===== config.mk =====
export PLATFORM = sky130hd
export DESIGN_NAME = decode_stage_flat
export DESIGN_NICKNAME = d
export VERILOG_FILES = /design/src/rtl/decode_stage_if.sv /design/src/rtl/decode_stage.sv /design/src/flat_wrapper.sv
export SDC_FILE = /design/constraint.sdc
export NUM_CORES = 1
export LEC_CHECK = 0
export ABC_AREA = 1
export CORE_ASPECT_RATIO = 1.2
export CORE_UTILIZATION = 41
export DETAILED_ROUTE_END_ITERATION = 7
export PLACE_DENSITY = 0.73
export SYNTH_ARGS = -nofsm -noshare
export SYNTH_HDL_FRONTEND = slang
export SYNTH_SLANG_ARGS = --single-unit

===== constraint.sdc =====
create_clock -name clk -period 1.38 [get_ports clk]
set_input_delay 0.276 -clock clk [delete_from_list [all_inputs] [get_ports clk]]
set_output_delay 0.276 -clock clk [all_outputs]
set_load 0.05 [all_outputs]

===== src/rtl/decode_stage_if.sv =====
// Handshake bundles around the decode stage: fetch->decode request and decode->dispatch record.

interface decode_stage_in_if #(parameter int unsigned PC_W = 9);
    logic [31:0]     instr;
    logic [PC_W-1:0] pc;
    logic            valid;
    logic            ready;

    modport master (output instr, output pc, output valid, input  ready);
    modport slave  (input  instr, input  pc, input  valid, output ready);
endinterface

interface decode_stage_out_if #(parameter int unsigned PC_W = 9);
    logic            valid;
    logic            ready;
    logic [PC_W-1:0] pc;
    logic [4:0]      rs1;
    logic [4:0]      rs2;
    logic [4:0]      rd;
    logic [31:0]     imm;
    logic [2:0]      cls;
    logic [3:0]      alu_op;
    logic [2:0]      funct3;
    logic            use_rs1;
    logic            use_rs2;
    logic            wr_rd;
    logic            illegal;

    modport master (output valid, input ready, output pc, output rs1, output rs2, output rd,
                    output imm, output cls, output alu_op, output funct3, output use_rs1,
                    output use_rs2, output wr_rd, output illegal);
    modport slave  (input valid, output ready, input pc, input rs1, input rs2, input rd,
                    input imm, input cls, input alu_op, input funct3, input use_rs1,
                    input use_rs2, input wr_rd, input illegal);
endinterface


===== src/rtl/decode_stage.sv =====
// RV32I decode stage: cracks one instruction per cycle into a single registered
// record slot with valid/ready flow control and redirect flush.

module decode_stage #(
    parameter int unsigned PC_W = 9
) (
    input  logic               clk,
    input  logic               reset,
    input  logic               flush,
    decode_stage_in_if.slave   in_i,
    decode_stage_out_if.master out_o
);

    typedef enum logic [2:0] {
        CLS_ALU    = 3'd0,
        CLS_LOAD   = 3'd1,
        CLS_STORE  = 3'd2,
        CLS_BRANCH = 3'd3,
        CLS_JAL    = 3'd4,
        CLS_JALR   = 3'd5,
        CLS_LUI    = 3'd6,
        CLS_AUIPC  = 3'd7
    } cls_e;

    typedef enum logic [3:0] {
        ALU_ADD  = 4'd0,
        ALU_SUB  = 4'd1,
        ALU_SLL  = 4'd2,
        ALU_SLT  = 4'd3,
        ALU_SLTU = 4'd4,
        ALU_XOR  = 4'd5,
        ALU_SRL  = 4'd6,
        ALU_SRA  = 4'd7,
        ALU_OR   = 4'd8,
        ALU_AND  = 4'd9
    } alu_e;

    typedef struct packed {
        logic [PC_W-1:0] pc;
        logic [4:0]      rs1;
        logic [4:0]      rs2;
        logic [4:0]      rd;
        logic [31:0]     imm;
        cls_e            cls;
        alu_e            alu_op;
        logic [2:0]      funct3;
        logic            use_rs1;
        logic            use_rs2;
        logic            wr_rd;
        logic            illegal;
    } rec_t;

    localparam logic [6:0] OPC_OP     = 7'b0110011;
    localparam logic [6:0] OPC_OPIMM  = 7'b0010011;
    localparam logic [6:0] OPC_LOAD   = 7'b0000011;
    localparam logic [6:0] OPC_STORE  = 7'b0100011;
    localparam logic [6:0] OPC_BRANCH = 7'b1100011;
    localparam logic [6:0] OPC_JAL    = 7'b1101111;
    localparam logic [6:0] OPC_JALR   = 7'b1100111;
    localparam logic [6:0] OPC_LUI    = 7'b0110111;
    localparam logic [6:0] OPC_AUIPC  = 7'b0010111;

    localparam logic [6:0] F7_BASE = 7'h00;
    localparam logic [6:0] F7_ALT  = 7'h20;

    // funct3 -> ALU op; alt selects SUB/SRA on the two funct3 values that have a variant
    function automatic alu_e alu_from_f3(input logic [2:0] f3, input logic alt);
        alu_e op;
        unique case (f3)
            3'b000:  op = alt ? ALU_SUB : ALU_ADD;
            3'b001:  op = ALU_SLL;
            3'b010:  op = ALU_SLT;
            3'b011:  op = ALU_SLTU;
            3'b100:  op = ALU_XOR;
            3'b101:  op = alt ? ALU_SRA : ALU_SRL;
            3'b110:  op = ALU_OR;
            default: op = ALU_AND;
        endcase
        return op;
    endfunction

    logic        valid_q, valid_d;
    rec_t        rec_q, rec_d;
    rec_t        dec_c;
    logic        in_ready_c;
    logic        accept_c;

    logic [31:0] ins;
    logic [6:0]  opcode;
    logic [2:0]  f3;
    logic [6:0]  f7;
    logic [4:0]  rs1_f, rs2_f, rd_f;
    logic [31:0] imm_i, imm_s, imm_b, imm_u, imm_j;

    assign ins    = in_i.instr;
    assign opcode = ins[6:0];
    assign rd_f   = ins[11:7];
    assign f3     = ins[14:12];
    assign rs1_f  = ins[19:15];
    assign rs2_f  = ins[24:20];
    assign f7     = ins[31:25];

    assign imm_i = {{20{ins[31]}}, ins[31:20]};
    assign imm_s = {{20{ins[31]}}, ins[31:25], ins[11:7]};
    assign imm_b = {{19{ins[31]}}, ins[31], ins[7], ins[30:25], ins[11:8], 1'b0};
    assign imm_u = {ins[31:12], 12'b0};
    assign imm_j = {{11{ins[31]}}, ins[31], ins[19:12], ins[20], ins[30:21], 1'b0};

    // Combinational crack of the incoming instruction into a full record
    always_comb begin
        logic use1, use2, wr, ill;
        logic [31:0] imm;
        cls_e        cls;
        alu_e        alu;

        use1 = 1'b0;
        use2 = 1'b0;
        wr   = 1'b0;
        ill  = 1'b0;
        imm  = '0;
        cls  = CLS_ALU;
        alu  = ALU_ADD;

        unique case (opcode)
            OPC_OP: begin
                use1 = 1'b1;
                use2 = 1'b1;
                wr   = 1'b1;
                if (f7 == F7_BASE) begin
                    alu = alu_from_f3(f3, 1'b0);
                end else if (f7 == F7_ALT && (f3 == 3'b000 || f3 == 3'b101)) begin
                    alu = alu_from_f3(f3, 1'b1);
                end else begin
                    ill = 1'b1;
                end
            end
            OPC_OPIMM: begin
                use1 = 1'b1;
                wr   = 1'b1;
                imm  = imm_i;
                alu  = alu_from_f3(f3, (f3 == 3'b101) && f7[5]);
            end
            OPC_LOAD: begin
                cls  = CLS_LOAD;
                use1 = 1'b1;
                wr   = 1'b1;
                imm  = imm_i;
            end
            OPC_STORE: begin
                cls  = CLS_STORE;
                use1 = 1'b1;
                use2 = 1'b1;
                imm  = imm_s;
            end
            OPC_BRANCH: begin
                cls  = CLS_BRANCH;
                use1 = 1'b1;
                use2 = 1'b1;
                imm  = imm_b;
            end
            OPC_JAL: begin
                cls = CLS_JAL;
                wr  = 1'b1;
                imm = imm_j;
            end
            OPC_JALR: begin
                cls  = CLS_JALR;
                use1 = 1'b1;
                wr   = 1'b1;
                imm  = imm_i;
            end
            OPC_LUI: begin
                cls = CLS_LUI;
                wr  = 1'b1;
                imm = imm_u;
            end
            OPC_AUIPC: begin
                cls = CLS_AUIPC;
                wr  = 1'b1;
                imm = imm_u;
            end
            default: ill = 1'b1;
        endcase

        // An illegal encoding collapses to a harmless ALU record that touches no registers
        if (ill) begin
            use1 = 1'b0;
            use2 = 1'b0;
            wr   = 1'b0;
            imm  = '0;
            cls  = CLS_ALU;
            alu  = ALU_ADD;
        end

        dec_c         = '0;
        dec_c.pc      = in_i.pc;
        dec_c.funct3  = f3;
        dec_c.imm     = imm;
        dec_c.cls     = cls;
        dec_c.alu_op  = alu;
        dec_c.use_rs1 = use1;
        dec_c.use_rs2 = use2;
        dec_c.wr_rd   = wr && (rd_f != 5'd0);
        dec_c.illegal = ill;
        dec_c.rs1     = use1 ? rs1_f : 5'd0;
        dec_c.rs2     = use2 ? rs2_f : 5'd0;
        dec_c.rd      = (wr && (rd_f != 5'd0)) ? rd_f : 5'd0;
    end

    // Slot is free when empty or draining this cycle; redirect blocks intake
    assign in_ready_c = !flush && (!valid_q || out_o.ready);
    assign accept_c   = in_i.valid && in_ready_c;
    assign in_i.ready = in_ready_c;

    always_comb begin
        valid_d = valid_q;
        rec_d   = rec_q;
        if (flush) begin
            valid_d = 1'b0;
        end else if (accept_c) begin
            valid_d = 1'b1;
            rec_d   = dec_c;
        end else if (out_o.ready) begin
            valid_d = 1'b0;
        end
    end

    always_ff @(posedge clk) begin
        if (reset) begin
            valid_q <= 1'b0;
            rec_q   <= '0;
        end else begin
            valid_q <= valid_d;
            rec_q   <= rec_d;
        end
    end

    assign out_o.valid   = valid_q;
    assign out_o.pc      = rec_q.pc;
    assign out_o.rs1     = rec_q.rs1;
    assign out_o.rs2     = rec_q.rs2;
    assign out_o.rd      = rec_q.rd;
    assign out_o.imm     = rec_q.imm;
    assign out_o.cls     = rec_q.cls;
    assign out_o.alu_op  = rec_q.alu_op;
    assign out_o.funct3  = rec_q.funct3;
    assign out_o.use_rs1 = rec_q.use_rs1;
    assign out_o.use_rs2 = rec_q.use_rs2;
    assign out_o.wr_rd   = rec_q.wr_rd;
    assign out_o.illegal = rec_q.illegal;

endmodule


===== src/flat_wrapper.sv =====
// flat-port wrapper written by rule: the top's interface ports become plain ports
module decode_stage_flat 
#(
    parameter int unsigned PC_W = 9
)
  (clk, reset, flush, in_i_instr, in_i_pc, in_i_valid, in_i_ready, out_o_valid, out_o_ready, out_o_pc, out_o_rs1, out_o_rs2, out_o_rd, out_o_imm, out_o_cls, out_o_alu_op, out_o_funct3, out_o_use_rs1, out_o_use_rs2, out_o_wr_rd, out_o_illegal);
  decode_stage_in_if #(.PC_W(PC_W)) in_i_i ();
  decode_stage_out_if #(.PC_W(PC_W)) out_o_i ();
  input  logic clk;
  input  logic reset;
  input  logic flush;
  input wire logic [$bits(in_i_i.instr)-1:0] in_i_instr;
  input wire logic [$bits(in_i_i.pc)-1:0] in_i_pc;
  input wire logic [$bits(in_i_i.valid)-1:0] in_i_valid;
  output wire logic [$bits(in_i_i.ready)-1:0] in_i_ready;
  output wire logic [$bits(out_o_i.valid)-1:0] out_o_valid;
  input wire logic [$bits(out_o_i.ready)-1:0] out_o_ready;
  output wire logic [$bits(out_o_i.pc)-1:0] out_o_pc;
  output wire logic [$bits(out_o_i.rs1)-1:0] out_o_rs1;
  output wire logic [$bits(out_o_i.rs2)-1:0] out_o_rs2;
  output wire logic [$bits(out_o_i.rd)-1:0] out_o_rd;
  output wire logic [$bits(out_o_i.imm)-1:0] out_o_imm;
  output wire logic [$bits(out_o_i.cls)-1:0] out_o_cls;
  output wire logic [$bits(out_o_i.alu_op)-1:0] out_o_alu_op;
  output wire logic [$bits(out_o_i.funct3)-1:0] out_o_funct3;
  output wire logic [$bits(out_o_i.use_rs1)-1:0] out_o_use_rs1;
  output wire logic [$bits(out_o_i.use_rs2)-1:0] out_o_use_rs2;
  output wire logic [$bits(out_o_i.wr_rd)-1:0] out_o_wr_rd;
  output wire logic [$bits(out_o_i.illegal)-1:0] out_o_illegal;
  assign in_i_i.instr = in_i_instr;
  assign in_i_i.pc = in_i_pc;
  assign in_i_i.valid = in_i_valid;
  assign in_i_ready = in_i_i.ready;
  assign out_o_valid = out_o_i.valid;
  assign out_o_i.ready = out_o_ready;
  assign out_o_pc = out_o_i.pc;
  assign out_o_rs1 = out_o_i.rs1;
  assign out_o_rs2 = out_o_i.rs2;
  assign out_o_rd = out_o_i.rd;
  assign out_o_imm = out_o_i.imm;
  assign out_o_cls = out_o_i.cls;
  assign out_o_alu_op = out_o_i.alu_op;
  assign out_o_funct3 = out_o_i.funct3;
  assign out_o_use_rs1 = out_o_i.use_rs1;
  assign out_o_use_rs2 = out_o_i.use_rs2;
  assign out_o_wr_rd = out_o_i.wr_rd;
  assign out_o_illegal = out_o_i.illegal;
  decode_stage #(.PC_W(PC_W)) u_core (.clk(clk), .reset(reset), .flush(flush), .in_i(in_i_i), .out_o(out_o_i));
endmodule

==> summary.txt <==
Timing
  – Fmax: 718.2 MHz
  – Clock skew: 14.10 ps
  – Fin crit share: 100.9%
  – Tightest Pin Transition: 385.5 ps
  – Setup ws final: -12.44 ps
  – Hold Vio Cnt, Final: 0
  – Pins Over Slew Limit: 0
  – Final Hold Slack: 209.4 ps
  – Worst rel slew slack: 74.30%
  – # setup viols final: 1
  – Minimum clock period: 1392 ps
  – RSZ-0062 raised after global routing: true

GRT
  – GRT Overall Usage: 28.99%
  – Antenna violations before repair: 0
  – Vias in the first global route: 4015
  – Largest net degree at the start of global routing: 72
  – Total grt overflow: 0
  – Global-route wire length before repair: 19620 µm

Logic synthesis
  – Sequential area share after synthesis: 41.29%
  – EDFF count, synth: 0
  – Post-Syn Area: 0.003442 mm²
  – Main synth FF type: dfxtp_1
  – Avg Cell Area, Syn: 7.156 µm²
  – Synth Register Bits: 71
  – Syn_nets: 527
  – Ys Warns: 0
  – Distinct cells, synth: 26
  – Cells after Synth: 481
  – Post-synth ARST share: 0%

Worst setup path
  – Startpoint Class: flop
  – CP cell instances: a21oi_4 -> buf_6 -> buf_12
  – Delay-heaviest family, CP: flip-flops
  – Crit path max-delay cell type: dfxtp_4
  – Top fanout value on the critical path: 2
  – Critical setup path kind: reg2out
  – Crit-path max cell delay: 360 ps
  – CP arrival: 1120 ps
  – Crit end category: primary output
  – WP buf/inv: 2
  – Worst path required time: 1100 ps

Placed design
  – GPL Wtd Cong: 0.9203
  – PortBufs: 117
  – DP HPWL: 8368 µm

Floorplanning
  – Die W: 85.64 µm
  – Die ar.: 0.008767 mm²
  – Core outline area: 0.008153 mm²
  – Die Y: 102.4 µm
  – I/O Pins: 118
  – Row Count: 36
  – Starting density of the core: 42.22%

CTS
  – Clock buffer count from CTS: 9
  – # H-tree levels: 3
  – Latest clock arrival within the worst-skew pair: 360 ps
  – CTS sink cnt: 71
  – CTS Root Cell: clkbuf_8
  – Clock Path Buffers: 2
  – TritonCTS clock tree: yes
  – Reg clk slew, reported paths: 90 ps

Pwr
  – P_leak: 2.743 nW
  – VDD IR-drop max: 0.7112 mV
  – Overall power: 4.528 mW
  – Power density over cell area: 691.7 mW/mm²

Finish
  – N_diodes: 0
  – Final #Nets: 700
  – Number of fillers in the final layout: 500
  – Share of cells above drive strength 1: 42.03%
  – Area Growth Syn to Fin: 90.19%

Outcome
  – Status: finished with violations
  – Failing checks: negative setup slack

Route
  – DRT iter0 DRCs: 252
  – DRC: 0
  – Drt pass-1 iters: 5
  – Post-DRT Antenna Nets: 0
  – Wire per inst: 16.66 µm
  – Via count: 4092
  – Total Wirelength: 12880 µm
  – Vias per cell: 5.294

Hold path
  – Type of the worst min-delay path: in2reg

Run
  – Max_cap viols: 0
per-stage QoR:
step / setup WS [ps] / utilization (%) / instance area (µm²) / setup TNS (ps) / std cells
2_1_floorplan: -93.45 / - / 3501 / -4255 / 481
3_3_place_gp: -811.1 / 71.81 / 5854 / -42800 / 741
3_5_place_dp: -801.4 / 71.81 / 5854 / -43500 / 741
4_1_cts: -25.11 / 78.16 / 6372 / -39.73 / 768
5_1_grt: -57.06 / 80.29 / 6546 / -164.3 / 773
6_report: -12.44 / 80.29 / 6546 / -12.44 / 773
report_power, final:
| group | internal [mW] | switching (mW) |
|---|---|---|
| registers | 2.07 | 0.0286 |
| logic | 0.435 | 0.496 |
| clock network | 0.657 | 0.839 |
| total | 3.16 | 1.36 |
cells in the final DEF (no fill, tap or decap), types with 10 or more instances in the layout:
cell type | synthesis | routed
nand4_1 | 19 | 19
buf_12 | 0 | 79
nor2_4 | 2 | 12
buf_4 | 1 | 53
buf_6 | 6 | 10
inv_1 | 19 | 15
nand2_1 | 167 | 152
nand3_1 | 33 | 28
dfxtp_1 | 71 | 70
a21oi_2 | 20 | 29
nand3_2 | 12 | 15
clkdlybuf4s50_1 | 0 | 24
nand2_2 | 5 | 11
a21oi_1 | 54 | 44
per-layer routing:
layer	GRT usage, %	up-vias	wire length [µm]
met5	0	-	0
met4	13.72	0	402
met3	5.735	40	749
met2	50.77	183	6773
met1	34.18	1936	4956
li1	-	1933	-
area by class of cell:
type | instances | area [µm²] | area share [%]
clock buffers | 11 | 131.4 | 2.007
clock inverters | 5 | 35.03 | 0.5352
inverters | 24 | 115.1 | 1.758
multi-input cells | 356 | 2067 | 31.57
flip-flops and latches | 71 | 1425 | 21.77
well taps | 114 | 142.6 | 2.179
repair buffers | 192 | 2630 | 40.18
registers in the layout, indices dropped and copies added, names as in the netlist:
register and flops:
u_core.out_o.alu_op 4, u_core.out_o.cls 3, u_core.out_o.funct3 3, u_core.out_o.illegal 1, u_core.out_o.imm 32, u_core.out_o.pc 9, u_core.out_o.rd 5, u_core.out_o.rs1 5
u_core.out_o.rs2 5, u_core.out_o.use_rs1 1, u_core.out_o.use_rs2 1, u_core.out_o.valid 1, u_core.out_o.wr_rd 1
Yosys cell counts, types with 2 or more instances:
master	instances	area [µm²]
a21oi_2	20	175.2
o211ai_1	2	15.01
inv_2	5	18.77
nand4_1	19	118.9
nand3_2	12	120.1
nor2_4	2	22.52
nand2_2	5	31.28
nor3_1	3	15.01
dfxtp_1	71	1421
nand2_4	2	22.52
nand2_1	167	626.9
nor2_1	20	75.07
o21ai_0	6	30.03
nor2_2	5	31.28
clkbuf_1	16	60.06
a21oi_1	54	270.3
nand3_1	33	165.2
inv_1	19	71.32
buf_6	6	67.56
buf_2	8	40.04
worst reg2reg max path, cell delays in order (launching register included):
cell,delay (ps)
dfxtp_4,360
a21oi_4,150
buf_6,140
nand2_8,70
clkinv_8,120
buf_12,130
nand4_1,160
a21oi_1,170
what timing repair did:
item	CTS	global route
setup endpoints to repair	58	61
buffers inserted	7	6
hold buffers	0	0
gates cloned	4	1
resized for setup	81	67
pin swaps	24	34
cell families after synthesis:
family / Yosys count / synth area share [%]
AO/OA/AOI/OAI: 84 / 14.69
XOR/XNOR: 1 / 0.2545
buffers and inverters: 55 / 7.706
flip-flops: 71 / 41.29
AND/OR/NAND/NOR: 270 / 36.06
final timing paths:
path	from	end	slack, ps	cells past startpoint
worst min-delay path	in_i_instr[13]	u_core.out_o.funct3[1]$_SDFFE_PP0P_	210	3
worst min register to register	u_core.out_o.imm[7]$_SDFFE_PP0P_	u_core.out_o.imm[7]$_SDFFE_PP0P_	500	2
worst max register to register	u_core.out_o.valid$_SDFFE_PP0P_	u_core.out_o.imm[31]$_SDFFE_PP0P_	20	7
worst max-delay path	u_core.out_o.valid$_SDFFE_PP0P_	in_i_ready	-10	3
Note: power is estimated with default switching activity, not from simulation.
